--- config.mk ---
export PLATFORM = sky130hd
export DESIGN_NAME = bcd_digit_gen
export DESIGN_NICKNAME = d
export VERILOG_FILES = /design/src/rtl/bcd_digit_gen.sv
export SDC_FILE = /design/constraint.sdc
export NUM_CORES = 1
export LEC_CHECK = 0
export BUFFER_PORTS_ARGS = -buffer_cell sky130_fd_sc_hd__buf_2
export CORE_MARGIN = 2
export CORE_UTILIZATION = 40
export DETAILED_ROUTE_END_ITERATION = 7
export PLACE_DENSITY = 0.64
export SETUP_SLACK_MARGIN = 0.05
export SLEW_MARGIN = 25
export SYNTH_ARGS = -nofsm -noshare
export SYNTH_HDL_FRONTEND = slang
export SYNTH_SLANG_ARGS = --single-unit
--- constraint.sdc ---
create_clock -name clk -period 1.81 [get_ports clk]
set_input_delay 0.0905 -clock clk [delete_from_list [all_inputs] [get_ports clk]]
set_output_delay 0.0905 -clock clk [all_outputs]
set_load 0.01 [all_outputs]
--- src/rtl/bcd_digit_gen.sv ---
// Sequential binary-to-BCD converter (shift-and-add-3, one bit per clock)
// feeding the four-digit seven-segment scan stage; digits update only on done.
module bcd_digit_gen #(
    parameter int         BIN_W      = 14,
    parameter int         MAX_VAL    = 9999,
    parameter bit         LZ_BLANK   = 1'b1,
    parameter logic [3:0] BLANK_CODE = 4'd15
) (
    input  logic             clk,
    input  logic             rst_n,
    input  logic             start,
    input  logic [BIN_W-1:0] bin,
    output logic             busy,
    output logic             done,
    output logic             ovf,
    output logic [3:0]       bcd3,
    output logic [3:0]       bcd2,
    output logic [3:0]       bcd1,
    output logic [3:0]       bcd0
);

    localparam int               CNT_W = $clog2(BIN_W + 1);
    localparam logic [31:0]      MAX_U = 32'(MAX_VAL);
    localparam logic [BIN_W-1:0] MAX_B = BIN_W'(MAX_VAL);

    typedef enum logic [1:0] {IDLE, CONV, FINISH} state_t;

    state_t             state;
    logic [BIN_W-1:0]   operand;
    logic [15:0]        acc;
    logic [15:0]        acc_adj;
    logic [CNT_W-1:0]   cnt;
    logic               ovf_pend;
    logic               over;
    logic               blank3, blank2, blank1;

    assign over = (32'(bin) > MAX_U);

    // Add-3 correction on every nibble in parallel, ahead of the shift.
    always_comb begin
        acc_adj = acc;
        for (int n = 0; n < 4; n++) begin
            if (acc[4*n +: 4] >= 4'd5)
                acc_adj[4*n +: 4] = acc[4*n +: 4] + 4'd3;
        end
    end

    // Blanking ripples down from the thousands digit; ones is never blanked.
    assign blank3 = LZ_BLANK && (acc[15:12] == 4'd0);
    assign blank2 = blank3 && (acc[11:8] == 4'd0);
    assign blank1 = blank2 && (acc[7:4] == 4'd0);

    always_ff @(posedge clk or negedge rst_n) begin
        if (!rst_n) begin
            state    <= IDLE;
            operand  <= '0;
            acc      <= '0;
            cnt      <= '0;
            ovf_pend <= 1'b0;
            busy     <= 1'b0;
            done     <= 1'b0;
            ovf      <= 1'b0;
            bcd3     <= 4'd0;
            bcd2     <= 4'd0;
            bcd1     <= 4'd0;
            bcd0     <= 4'd0;
        end else begin
            done <= 1'b0;
            case (state)
                IDLE: begin
                    if (start) begin
                        operand  <= over ? MAX_B : bin;
                        ovf_pend <= over;
                        acc      <= '0;
                        cnt      <= CNT_W'(BIN_W);
                        busy     <= 1'b1;
                        state    <= CONV;
                    end
                end
                CONV: begin
                    acc     <= {acc_adj[14:0], operand[BIN_W-1]};
                    operand <= operand << 1;
                    cnt     <= cnt - CNT_W'(1);
                    if (cnt == CNT_W'(1))
                        state <= FINISH;
                end
                FINISH: begin
                    bcd3  <= blank3 ? BLANK_CODE : acc[15:12];
                    bcd2  <= blank2 ? BLANK_CODE : acc[11:8];
                    bcd1  <= blank1 ? BLANK_CODE : acc[7:4];
                    bcd0  <= acc[3:0];
                    ovf   <= ovf_pend;
                    done  <= 1'b1;
                    busy  <= 1'b0;
                    state <= IDLE;
                end
                default: state <= IDLE;
            endcase
        end
    end

endmodule

* After elaboration in Yosys (flattened, before gate mapping) *
Cells that the tools add are included.

word-level totals
  register bits after elaboration = 56
  logic and storage cells = 59
  bits of input ports = 17

operators by class
  equality and inequality tests = 5
  magnitude comparators = 5
  reduce and logical (&&, ||, !) cells = 12
  multiplexer cells = 20
  add/subtract/negate cells = 5

operator list
  cell                    count
  $pmux W16 S2            1
  $mux W14                2
  $mux W4                 7
  $pmux W14 S2            1
  $ge A4 B3 Y1 const B    4
  $mux W16                1
  $gt A14 B14 Y1 const B  1
  $add A4 B2 Y4 const B   3
  $logic_not A4 Y1        3
  $pmux W4 S2             1
  $reduce_and A2 Y1       4
  $eq A4 B1 Y1 const B    1
  $mux W2                 2
  $ne A2 B2 Y1 const B    2
  $pmux W2 S2             1
  $reduce_bool A2 Y1      2
  $sub A4 B1 Y4 const B   1
  $add A3 B2 Y3 const B   1
  $mux W3                 1
  $eq A2 B1 Y1 const B    1
  $eq A2 B2 Y1 const B    1
  $logic_and A1 B1 Y1     2
  $logic_not A2 Y1        1
  $mux W1                 2
  $pmux W1 S2             1

* Longest topological paths before layout *
Gate-level depths: netlist of run 1.

  depth in word-level cells = 4
  depth in mapped cells = 6
  mapped depth without buffers = 6

* Worst setup path before layout of run 1 *
No wires, ideal clock.

  path type = register to register
  start = register acc[12]
  end = register bcd1[1]
  stages on the path, launching flop included = 7
  data arrival time = 1529 ps
  setup time = 65 ps
  setup slack = 216 ps
  period minus slack after synthesis = 1594 ps
  cell sequence = dfrtp_1 inv_1 ha_1 nor3b_1 and3_1 a31o_2 o22a_1

between the ends
  word-level cells in the longest chain between the ends = 4

RTL lines
  item                    RTL line  text
  start, declared         30        logic [15:0] acc;
  start signal, assigned  81        acc <= {acc_adj[14:0], operand[BIN_W-1]};
  $logic_not A4 Y1        49        assign blank3 = LZ_BLANK && (acc[15:12] == 4'd0);
  $logic_and A1 B1 Y1     50        assign blank2 = blank3 && (acc[11:8] == 4'd0);
  $logic_and A1 B1 Y1     51        assign blank1 = blank2 && (acc[7:4] == 4'd0);
  $mux W4                 90        bcd1 <= blank1 ? BLANK_CODE : acc[7:4];
  end signal, assigned    90
  end, declared           18        output logic [3:0] bcd1,

Every way passes these cells.
A chain may end at the register's enable or synchronous reset.

* Worst setup path after layout of run 1 *
  start = register acc[12]
  end = register bcd1[3]

Same word-level chain as after synthesis.

==> impl_metrics.env, run 1 <==
export IMPL_outcome="completed"
export IMPL_nets=347
export IMPL_dieHeight_um=85.61
export IMPL_yosysTopAreaCell="dfrtp_1"
export IMPL_cts_root_buffer="clkbuf_8"
export IMPL_synth_most_common_cell="dfrtp_1"
export IMPL_switching_share=0.4013
export IMPL_power_density_nw_per_um2=1705
export IMPL_clock_latency_ns=0.30
export IMPL_clock_sinks=56
export IMPL_cap_violations=0
export IMPL_pwr_share_comb=0.451
export IMPL_die_w_um=85.61
export IMPL_cp_startpoint="acc[12]"
export IMPL_clock_skew_ns=0.006363
export IMPL_total_power_mw=5.280
export IMPL_ios=36
export IMPL_num_rows=29
export IMPL_antenna_found_initial=0
export IMPL_fmax_ghz=0.6002
export IMPL_place_hpwl_um=3832
export IMPL_cp_max_fo=6
export IMPL_maxSlewViolCount=0
export IMPL_place_congestion=0.8018
export IMPL_cts_buffers=5
export IMPL_ys_types=40
export IMPL_fill_cells=623
export IMPL_path_clk_slew_ns=0.09
export IMPL_dp_cells=386
export IMPL_coreArea_um2=6386
export IMPL_endpoint_kind="register"
export IMPL_wirelength_um=5578
export IMPL_maxSlewHeadroom=0.4186
export IMPL_cts_setup_buffers=0
export IMPL_drive_above_1_share=0.1950
export IMPL_regArea_um2=1401
export IMPL_ys_ff_latch=56
export IMPL_synthTopCellsByArea="dfrtp_1 (53%), ha_1 (5.6%), o21ai_0 (5.1%), nand2_1 (4.9%), a21oi_1 (3.6%)"
export IMPL_wl_per_cell_um=14.12
export IMPL_placement_io_buffers=35
export IMPL_reg2reg_from="acc[12]"
export IMPL_r2r_cells=6
export IMPL_ir_drop_mv=0.6378
export IMPL_syn_nets=303
export IMPL_synth_top_cell_area_share=0.5261
export IMPL_p_sw_mw=2.119
export IMPL_synth_edff_count=0
export IMPL_firstDrtPassIters=5
export IMPL_p_clk_frac=0.123
export IMPL_finalHoldViolations=0
export IMPL_r2r_end="bcd1[3]"
export IMPL_p_seq_frac=0.426
export IMPL_drtAntennaViolNets=0
export IMPL_grt_overflow=0
export IMPL_postSynth_asyncResetShare=1.000
export IMPL_ys_flop_type="dfrtp_1"
export IMPL_worstSetupPathType="register to register"
export IMPL_r2r_slack_ns=0.14
export IMPL_postSynthCellCount=274
export IMPL_insertedDiodeCount=0
export IMPL_cp_arrival_ns=1.86
export IMPL_finalSetupViolCount=0
export IMPL_htree_levels=2
export IMPL_synth_common_cells="dfrtp_1 (56), nand2_1 (35), o21ai_0 (27)"
export IMPL_viasPerCell=5.289
export IMPL_ctsLongestPathBuffers=2
export IMPL_grt_start_max_net_pins=57
export IMPL_crit_path_end="bcd1[3]"
export IMPL_start_util=0.4171
export IMPL_holdCritPathClass="primary input to register"
export IMPL_fin_crit_sh=0.9205
export IMPL_multi_input_area_um2=1152
export IMPL_vias=2089
export IMPL_ys_warn_count=0
export IMPL_ys_seq_area_frac=0.5261
export IMPL_drt_iter0_drc=121
export IMPL_cts_tree="built"
export IMPL_start_kind="register"
export IMPL_rsz0062_at_grt="no"
export IMPL_dieArea_um2=7328
export IMPL_grt_pass1_vias=2095
export IMPL_finalCriticalPeriod_ns=1.666
export IMPL_syn_area_um2=2664
export IMPL_grt_use_total=0.1660
export IMPL_postSynthAreaPerCell_um2=9.722
export IMPL_drc=0
export IMPL_grt_pass1_wl_um=9756
export IMPL_crit_required_ns=2.01
export IMPL_fin_tns_setup_ns=0
export IMPL_worst_slew_pin_slew_ns=0.8690
export IMPL_area_delta_synth_final_pct=16.25
export IMPL_p_leak_nw=1.486
export IMPL_p_int_mw=3.161
export IMPL_fin_cells=395
[flip-flops by register name (all words and copies together) (netlist names), 2 cells and up]
name     cells
bcd2         4
cnt          4
operand     14
bcd1         4
state        2
bcd0         4
acc         16
bcd3         4
[stage by stage]
stage / util / setup slack (ns) / hold slack, ns / area (µm²)
5_1_grt: 0.4849 / 0.05882 / 0.03892 / 3097
3_5_place_dp: 0.4679 / 0.1256 / 0.1172 / 2988
2_1_floorplan: - / 0.2160 / -0.2051 / 2664
3_3_place_gp: 0.4679 / 0.1572 / 0.1146 / 2988
6_report: 0.4849 / 0.1438 / 0.03860 / 3097
4_1_cts: 0.4832 / 0.08408 / 0.008011 / 3085
[power groups by stage]
stage	clock, mW	sequential, mW	combinational (mW)
after global routing	0.726	2.34	2.76
final	0.647	2.25	2.38
after global placement	0	2.25	2.36
after detailed placement	0	2.27	2.40
after CTS	0.679	2.25	2.41
after floorplan	0	2.27	1.62
[cell families (layout without fill, tap and decap cells)]
| group | after synthesis | in the layout | synth area share |
|---|---|---|---|
| buffers and inverters | 30 | 74 | 0.04556 |
| adder cells (fa/ha/maj) | 12 | 12 | 0.05636 |
| XOR/XNOR | 6 | 6 | 0.01973 |
| AO/OA/AOI/OAI | 76 | 76 | 0.1799 |
| flip-flops | 56 | 56 | 0.5261 |
| multiplexers | 2 | 2 | 0.007985 |
| AND/OR/NAND/NOR | 92 | 92 | 0.1644 |
[worst max-delay path, stage by stage, from the launching register on]
cell	delay [ns]
dfrtp_1	0.40
inv_1	0.09
ha_1	0.26
nor3b_2	0.19
and3_1	0.18
a31o_2	0.26
o22a_1	0.18
[per-layer routing]
metal | vias up | wire (µm) | part of all wire | GRT usage
met3 | 5 | 209 | 0.037 | 0.02887
met5 | - | 0 | 0 | 0
met2 | 45 | 2695 | 0.48 | 0.2869
li1 | 1044 | - | - | -
met4 | 0 | 56 | 0.010 | 0.04329
met1 | 995 | 2617 | 0.47 | 0.2164
[placed cells by master (no fill, tap or decap), types with 2 or more instances in the layout]
| master | count |
|---|---|
| nand2_1 | 35 |
| o21ai_0 | 27 |
| nor3b_2 | 2 |
| o21ai_1 | 2 |
| nor3b_1 | 3 |
| or3_1 | 2 |
| buf_4 | 12 |
| a22oi_1 | 2 |
| xnor2_1 | 5 |
| ha_1 | 12 |
| buf_2 | 35 |
| o22a_1 | 4 |
| clkbuf_8 | 5 |
| dlygate4sd3_1 | 2 |
| a32o_1 | 4 |
| nor2_1 | 21 |
| a21oi_1 | 19 |
| nand3_1 | 13 |
| o31ai_1 | 7 |
| dfrtp_1 | 56 |
| nor4_2 | 2 |
| and3_1 | 2 |
| a222oi_1 | 4 |
| nand2b_1 | 6 |
| inv_1 | 16 |
[cell type report]
type | instances | area share
Sequential cell | 56 | 0.4525
Multi-Input combinational cell | 188 | 0.3721
Timing Repair Buffer | 50 | 0.09859
Tap cell | 77 | 0.03111
Clock buffer | 6 | 0.02343
Inverter | 17 | 0.02061
Clock inverter | 1 | 0.001616
[worst min path at each step]
stage	startpoint	endpoint	slack, ns	cells after the start
floorplan	rst_n	acc[0]	-0.21	0
global placement	rst_n	bcd1[2]	0.11	2
detailed placement	rst_n	bcd1[1]	0.12	2
CTS	bin[7]	operand[7]	0.008	3
global route	bin[7]	operand[7]	0.04	3
finish	bin[5]	operand[5]	0.04	3
[repair_timing]
action,CTS,global route
hold endpoints to repair,57,0
gates resized for setup,0,3
hold buffers,2,0
setup endpoints to repair,0,14
Power figures use the tool's default switching activity.
==> run 2: changes to the inputs <==
- HOLD_SLACK_MARGIN: not set -> 0.1
==> run 2 against run 1 <==
Register-to-register slack barely moved. Utilization increased by 1.7 points. Flip-flop and latch count did not move. Via count rose by 1.2%. Final area grew 3.6%. Largest cell class unchanged.
==> impl_metrics.env, run 2 (same netlist as run 1, synthesis figures left out) <==
export IMPL_largestRegisters="acc: 16 flops, operand: 14 flops"
export IMPL_cts_root_buffer="clkbuf_8"
export IMPL_start_kind="register"
export IMPL_fin_crit_sh=0.9213
export IMPL_clock_latency_ns=0.30
export IMPL_cts_buffers=5
export IMPL_place_congestion=0.8018
export IMPL_p_clk_frac=0.122
export IMPL_drc=0
export IMPL_placement_io_buffers=35
export IMPL_ios=36
export IMPL_drt_iter0_drc=120
export IMPL_path_clk_slew_ns=0.10
export IMPL_viasPerCell=5.209
export IMPL_ir_drop_mv=0.6384
export IMPL_p_int_mw=3.177
export IMPL_finalCriticalPeriod_ns=1.668
export IMPL_insertedDiodeCount=0
export IMPL_worstSetupPathType="register to register"
export IMPL_maxSlewHeadroom=0.4193
export IMPL_drive_above_1_share=0.1884
export IMPL_met2_usage=0.2919
export IMPL_p_sw_mw=2.124
export IMPL_finalHoldViolations=0
export IMPL_nets=358
export IMPL_ctsLongestPathBuffers=2
export IMPL_grt_overflow=0
export IMPL_fin_cells=406
export IMPL_grt_pass1_wl_um=9846
export IMPL_start_util=0.4171
export IMPL_regMostFlops="acc"
export IMPL_drtAntennaViolNets=0
export IMPL_place_hpwl_um=3832
export IMPL_final_util=0.5022
export IMPL_place_area_um2=2988
export IMPL_maxSlewViolCount=0
export IMPL_cts_tree="built"
export IMPL_switching_share=0.4008
export IMPL_dieHeight_um=85.61
export IMPL_slowest_delay_ns=0.40
export IMPL_firstDrtPassIters=4
export IMPL_cp_arrival_ns=1.87
export IMPL_cap_violations=0
export IMPL_clock_sinks=56
export IMPL_coreArea_um2=6386
export IMPL_grt_use_total=0.1681
export IMPL_crit_required_ns=2.01
export IMPL_num_rows=29
export IMPL_finalHoldWorstSlack_ns=0.1204
export IMPL_p_seq_frac=0.424
export IMPL_crit_slowest_cell="dfrtp_1"
export IMPL_vias=2115
export IMPL_fmax_ghz=0.5997
export IMPL_htree_levels=2
export IMPL_holdCritPathClass="primary input to register"
export IMPL_grt_start_max_net_pins=57
export IMPL_fin_tns_setup_ns=0
export IMPL_finalSetupViolCount=0
export IMPL_post_route_cell_area_um2=3207
export IMPL_worst_slew_pin_slew_ns=0.8678
export IMPL_cp_max_fo=6
export IMPL_clock_skew_ns=0.006968
export IMPL_grt_util_met3=0.02887
export IMPL_wirelength_um=5677
export IMPL_grt_pass1_vias=2106
export IMPL_p_leak_nw=1.532
export IMPL_rsz0062_at_grt="no"
export IMPL_layout_commonest_cell="dfrtp_1"
export IMPL_path_cells="inv_1 -> ha_1 -> nor3b_2 -> and3_1 -> a31o_2 -> o22a_1"
export IMPL_layout_cells_most_common_list="dfrtp_1 (56), nand2_1 (35), buf_2 (35), o21ai_0 (27), nor2_1 (21)"
export IMPL_top_usage_layer="met2"
export IMPL_largest_reg_flops=16
export IMPL_pwr_share_comb=0.453
export IMPL_endpoint_kind="register"
export IMPL_power_density_nw_per_um2=1653
export IMPL_antenna_found_initial=0
export IMPL_gr_usage_met1=0.2183
export IMPL_outcome="completed"
export IMPL_dieArea_um2=7328
export IMPL_dp_cells=386
export IMPL_wl_per_cell_um=13.98
export IMPL_area_delta_synth_final_pct=20.39
export IMPL_cts_setup_buffers=0
export IMPL_die_w_um=85.61
export IMPL_fill_cells=609
==> run 2: power by group through the flow <==
stage | Sequential, mW | Clock [mW] | Combinational (mW)
floorplan | 2.27 | 0 | 1.62
global placement | 2.25 | 0 | 2.36
detailed placement | 2.27 | 0 | 2.40
CTS | 2.25 | 0.679 | 2.43
global route | 2.34 | 0.726 | 2.78
finish | 2.25 | 0.649 | 2.40
==> run 2: layer usage <==
layer / share of wire / wire length (µm)
met3: 0.036 / 202
met1: 0.47 / 2642
met4: 0.0099 / 56
met5: 0 / 0
met2: 0.49 / 2776
==> run 2: worst max-delay path: cells and delay by family (launching register included) <==
kind	cells	cell delay, ns
adder cells (fa/ha/maj)	1	0.26
AND/OR/NAND/NOR	2	0.37
flip-flops	1	0.40
AO/OA/AOI/OAI	2	0.44
buffers and inverters	1	0.09
==> run 2: layout make-up <==
cell class | count | area, µm² | share of cell area
clock buffers | 6 | 72.57 | 0.02263
clock inverters | 1 | 5.005 | 0.001561
inverters | 17 | 63.81 | 0.01990
multi-input cells | 188 | 1152 | 0.3593
flip-flops and latches | 56 | 1401 | 0.4370
well taps | 77 | 96.34 | 0.03004
repair buffers | 61 | 415.4 | 0.1295
==> run 2: worst paths after layout <==
kind,startpoint,endpoint,slack (ns),cells past startpoint
min,bin[8],operand[8],0.12,3
max reg2reg,acc[12],bcd1[3],0.14,6
max,acc[12],bcd1[3],0.14,6
min reg2reg,bcd2[0],bcd2[0],0.47,2
max in group asynchronous,rst_n,operand[12],1.24,3
min in group asynchronous,rst_n,bcd1[1],0.29,3
==> run 2: repair_timing <==
item / 4_1_cts / 5_1_grt
endpoints found under the hold margin: 68 / 0
setup endpoints to repair: 0 / 14
hold buffers: 13 / 0
gates resized for setup: 0 / 3
==> run 2: through the flow <==
step	worst slack [ns]	power, mW
floorplan	0.2160	3.898
global placement	0.1572	4.605
detailed placement	0.1256	4.669
CTS	0.08408	5.356
global route	0.05882	5.849
finish	0.1425	5.301
